$ cat config.mk
export PLATFORM = sky130hd
export DESIGN_NAME = mul_sched
export DESIGN_NICKNAME = d
export VERILOG_FILES = /design/src/rtl/mul_sched.sv
export SDC_FILE = /design/constraint.sdc
export NUM_CORES = 1
export LEC_CHECK = 0
export ABC_AREA = 1
export CORE_ASPECT_RATIO = 0.75
export CORE_UTILIZATION = 35
export DETAILED_ROUTE_END_ITERATION = 7
export HOLD_SLACK_MARGIN = 0.06
export PLACE_DENSITY = 0.6
export SLEW_MARGIN = 15
export SYNTH_ARGS = -nofsm -noshare
export SYNTH_HDL_FRONTEND = slang
export SYNTH_SLANG_ARGS = --single-unit
$ cat constraint.sdc
create_clock -name clk -period 3.8 [get_ports clk]
set_input_delay 1.14 -clock clk [delete_from_list [all_inputs] [get_ports clk]]
set_output_delay 1.14 -clock clk [all_outputs]
set_load 0.02 [all_outputs]
$ cat src/rtl/mul_sched.sv
// mul_sched: arbitrates two requesters onto a shared shift-add multiplier.
// One unsigned WIDTH x WIDTH multiply runs over exactly WIDTH steps and the
// 2*WIDTH product is returned tagged with the requester that owns it.
module mul_sched #(
  parameter int unsigned WIDTH = 16
) (
  input  logic               clk,
  input  logic               rst,
  input  logic               req0,
  input  logic [WIDTH-1:0]   a0,
  input  logic [WIDTH-1:0]   b0,
  input  logic               req1,
  input  logic [WIDTH-1:0]   a1,
  input  logic [WIDTH-1:0]   b1,
  output logic               gnt0,
  output logic               gnt1,
  output logic               busy,
  output logic               done,
  output logic               done_id,
  output logic [2*WIDTH-1:0] product
);

  localparam int unsigned CW = $clog2(WIDTH) + 1;
  localparam logic [CW-1:0] LAST_STEP = CW'(WIDTH - 1);

  typedef enum logic [1:0] {
    IDLE = 2'd0,
    CALC = 2'd1,
    DONE = 2'd2
  } state_t;

  state_t             state_q, state_d;
  logic [2*WIDTH-1:0] acc_q, acc_d;
  logic [2*WIDTH-1:0] mcand_q, mcand_d;
  logic [WIDTH-1:0]   mplr_q, mplr_d;
  logic [CW-1:0]      cnt_q, cnt_d;
  logic               last_id_q, last_id_d;
  logic               owner_q, owner_d;
  logic               gnt0_q, gnt0_d;
  logic               gnt1_q, gnt1_d;
  logic               done_q, done_d;
  logic               done_id_q, done_id_d;
  logic [2*WIDTH-1:0] product_q, product_d;

  logic [2*WIDTH-1:0] acc_next;
  logic               sel;

  // One shift-add step and the round-robin owner choice.
  always_comb begin
    acc_next = mplr_q[0] ? (acc_q + mcand_q) : acc_q;
    if (req0 && req1) sel = ~last_id_q;
    else              sel = req1;
  end

  // Next-state and registered-output decode.
  always_comb begin
    state_d   = state_q;
    acc_d     = acc_q;
    mcand_d   = mcand_q;
    mplr_d    = mplr_q;
    cnt_d     = cnt_q;
    last_id_d = last_id_q;
    owner_d   = owner_q;
    gnt0_d    = 1'b0;
    gnt1_d    = 1'b0;
    done_d    = 1'b0;
    done_id_d = done_id_q;
    product_d = product_q;
    unique case (state_q)
      IDLE: begin
        if (req0 || req1) begin
          owner_d   = sel;
          last_id_d = sel;
          mcand_d   = {{WIDTH{1'b0}}, (sel ? a1 : a0)};
          mplr_d    = sel ? b1 : b0;
          acc_d     = '0;
          cnt_d     = '0;
          gnt0_d    = ~sel;
          gnt1_d    = sel;
          state_d   = CALC;
        end
      end
      CALC: begin
        acc_d   = acc_next;
        mcand_d = mcand_q << 1;
        mplr_d  = mplr_q >> 1;
        cnt_d   = cnt_q + 1'b1;
        if (cnt_q == LAST_STEP) begin
          product_d = acc_next;
          done_d    = 1'b1;
          done_id_d = owner_q;
          state_d   = DONE;
        end
      end
      DONE: begin
        state_d = IDLE;
      end
      default: begin
        state_d = IDLE;
      end
    endcase
  end

  // State register; reset abandons any operation in flight.
  always_ff @(posedge clk or negedge rst) begin
    if (!rst) begin
      state_q   <= IDLE;
      acc_q     <= '0;
      mcand_q   <= '0;
      mplr_q    <= '0;
      cnt_q     <= '0;
      last_id_q <= 1'b1;
      owner_q   <= 1'b0;
      gnt0_q    <= 1'b0;
      gnt1_q    <= 1'b0;
      done_q    <= 1'b0;
      done_id_q <= 1'b0;
      product_q <= '0;
    end else begin
      state_q   <= state_d;
      acc_q     <= acc_d;
      mcand_q   <= mcand_d;
      mplr_q    <= mplr_d;
      cnt_q     <= cnt_d;
      last_id_q <= last_id_d;
      owner_q   <= owner_d;
      gnt0_q    <= gnt0_d;
      gnt1_q    <= gnt1_d;
      done_q    <= done_d;
      done_id_q <= done_id_d;
      product_q <= product_d;
    end
  end

  assign busy    = (state_q != IDLE);
  assign gnt0    = gnt0_q;
  assign gnt1    = gnt1_q;
  assign done    = done_q;
  assign done_id = done_id_q;
  assign product = product_q;

endmodule
==> flow_metrics.py <==
metrics = {
    "power_and_ir_drop": {
        "peakVddDrop_mv": 0.443,
        "power.switching_uw": 4980,
        "powerDensity_mw_per_mm2": 1030,
        "swShare": 0.487,
        "pwr-share-comb": 0.595,
        "power_frac_clock": 0.164,
        "p_int_uw": 5240,
        "finalPower_uw": 10200,
        "seq_power_share": 0.241,
        "p_leak_uw": 0.00510,
    },
    "layout": {
        "nFillCells": 2277,
        "drive_gt1_frac": 0.0788,
        "nets": 1333,
        "final_cell_area_sq_mm": 0.00991,
        "fin_cells": 1538,
        "num_antenna_cells": 0,
        "synthToLayoutAreaGrowth_pct": 23.4,
    },
    "logic_synthesis": {
        "synth_area_leaders": "dfrtp_1 39%, nand2_1 19%, nand3_1 8.0%, inv_1 7.6%, ha_1 5.1%",
        "synth_edf_count": 0,
        "ys_async_sr_fraction": 1.00,
        "yosysWarnings": 0,
        "syn_nets": 1238,
        "synth.distinct_cells": 42,
        "ys_seq_elements": 125,
        "ys_dominant_reg_cell": "dfrtp_1",
        "yosysTopAreaCellShare": 0.386,
        "avgSynthCellArea_sq_um": 7.07,
        "synthCells": 1136,
        "syn-cell-area_sq_mm": 0.00803,
        "seq_area_frac_synth": 0.390,
        "yosysTopAreaCell": "dfrtp_1",
    },
    "clocking": {
        "cts.repair.resized": 0,
        "postCtsHoldBufs": 0,
        "numCtsBuffers": 17,
        "cts_max_path_buffers": 2,
        "clk_pin_slew_ns": 0.06,
        "postCtsSetupBuffers": 0,
        "h-tree-depth": 4,
        "cts_sinks": 125,
        "cts_tree": "yes",
        "cts-root-buf": "clkbuf_16",
        "clkLatencyLatePin_ns": 0.43,
    },
    "floorplan": {
        "die_h_microns": 133,
        "fp-row-count": 47,
        "die_area_sq_mm": 0.0236,
        "core-area_sq_mm": 0.0223,
        "floorplan.initialDensity": 0.360,
        "io_pins": 105,
        "die_w_microns": 177,
    },
    "global_routing": {
        "grt_max_degree": 67,
        "track_usage": 0.206,
        "grt_overflow": 0,
        "antenna_found_initial": 0,
        "grt_pass1_wl_mm": 37.7,
        "grt_pass1_vias": 7172,
    },
    "outcome": {
        "status": "finished clean",
    },
    "routing": {
        "remaining_drc_errors": 0,
        "dr.pass1.iters": 5,
        "avgViaCountPerCell": 4.81,
        "wl_per_cell_microns": 14.8,
        "vias": 7396,
        "antenna_left": 0,
        "drt-initial-drc-count": 536,
        "wl_mm": 22.8,
    },
    "timing": {
        "fin_skew_ns": 0.0115,
        "final_hold_viol_count": 0,
        "slew_headroom": 0.234,
        "finalSetupTns_ns": 0,
        "timing.final.crit_share": 0.737,
        "finalWorstPathRequiredPeriod_ns": 2.80,
        "final-max-slew-violation-count": 0,
        "rsz0062_at_grt": "no",
        "fmaxAchievable_mhz": 357,
        "worst_pin_slew_ns": 1.15,
        "setup_viol": 0,
        "whs_ns": 0.476,
    },
    "critical_path": {
        "r2r_setup_slack_ns": 1.27,
        "cp_data_required_time_ns": 2.66,
        "start_kind": "register",
        "critPathTopFamily": "buffers and inverters",
        "cpPeakStageDelay_ns": 0.55,
        "crit_buf_inv": 2,
        "critPathMaxFanout": 2,
        "critPathCaptureType": "output port",
        "crit_chain": "nor2_1, inv_1, clkdlybuf4s50_1",
        "critical-path-slowest-cell": "clkdlybuf4s50_1",
        "arrival_ns": 1.66,
        "worstSetupPathType": "reg -> out",
    },
    "worst_hold_path": {
        "worstHoldPathType": "reg -> reg",
    },
    "flow_run": {
        "drv_cap": 0,
    },
    "place": {
        "placed_cell_area_sq_mm": 0.00931,
        "io_buffer_count": 104,
        "dp.cells": 1506,
        "place_hpwl_mm": 16.4,
        "gp_congestion": 0.936,
    },
}
sequential cells by signal, summed over array words and instances (netlist names):
register and cells:
last_id_q 1, gnt1 1, product 32, acc_q 32, owner_q 1, mplr_q 16
mcand_q 32, done_id 1, gnt0 1, state_q 2, done 1, cnt_q 5
area by class of cell:
type	count	area [sq um]	share of cell area
clock buffer	19	443	0.0447
tap	294	368	0.0371
inverter	167	627	0.0632
multi-input combinational	804	4050	0.408
clock inverter	13	156	0.0158
sequential	125	3130	0.316
timing repair buffer	116	1140	0.115
cells by family (layout without fill, tap and decap cells):
logic type / count (synthesis) / after routing / synth area share
compound gates: 130 / 130 / 0.0977
flops: 125 / 125 / 0.390
simple gates: 624 / 624 / 0.335
fa+ha+maj: 34 / 34 / 0.0539
buf+inv: 207 / 315 / 0.106
xor+xnor: 16 / 16 / 0.0175
path summary, 6_finish.rpt:
path                       cells after the start               startpoint                       to
setup reg to reg                              10     cnt_q[0]$_DFFE_PN0P_  product[10]$_DFFE_PN0P_
min in group asynchronous                      1                      rst           done$_DFF_PN0_
setup / recovery                               3   state_q[1]$_DFFE_PN0P_                     busy
hold reg to reg                                2  product[23]$_DFFE_PN0P_  product[23]$_DFFE_PN0P_
max in group asynchronous                      2                      rst    last_id_q$_DFFE_PN1P_
hold / removal                                 2  product[23]$_DFFE_PN0P_  product[23]$_DFFE_PN0P_
per-stage QoR:
stage / setup WS [ns] / utilization
6_report: 1.00 / 0.445
5_1_grt: 0.891 / 0.445
4_1_cts: 0.964 / 0.445
3_5_place_dp: 0.660 / 0.418
3_3_place_gp: 0.690 / 0.418
2_1_floorplan: 1.62 / -
cell usage after synthesis, types with 16 or more instances:
cell     number
nand2_1     398
inv_1       163
nand3_1     128
dfrtp_1     124
nor2_1       45
ha_1         33
o21ai_0      32
a21oi_1      26
o21ai_1      19
o22ai_1      19
or2_2        16
layout by cell type, fill, tap and decap left out, types with 12 or more instances in the layout:
cell type / Yosys / final
nand2_1: 398 / 398
inv_1: 163 / 163
nand3_1: 128 / 128
dfrtp_1: 124 / 124
clkdlybuf4s50_1: 0 / 103
nor2_1: 45 / 45
ha_1: 33 / 33
o21ai_0: 32 / 32
a21oi_1: 26 / 26
o22ai_1: 19 / 19
o21ai_1: 19 / 19
clkbuf_16: 0 / 17
or2_2: 16 / 16
a22oi_1: 15 / 15
nand2_2: 14 / 14
buf_4: 4 / 12
worst min-delay path, delay by kind of cell (launching register included):
| family | cells | cell delay, ns |
|---|---|---|
| flops | 1 | 0.34 |
| simple gates | 2 | 0.10 |
power groups by stage:
stage | clock [uW] | sequential, uW | combinational [uW]
after floorplan | 0 | 2560 | 4240
after global placement | 0 | 2460 | 5960
after detailed placement | 0 | 2470 | 6040
after CTS | 1710 | 2460 | 6080
after global routing | 1760 | 2540 | 6920
final | 1680 | 2460 | 6080
per-layer routing:
metal	up-vias	track usage	routed length [microns]
li1	3785	-	-
met1	3429	0.323	12200
met2	172	0.289	9210
met3	10	0.0442	1220
met4	0	0.0340	107
met5	-	0	0
No activity file was read; power rests on OpenSTA's default activity.
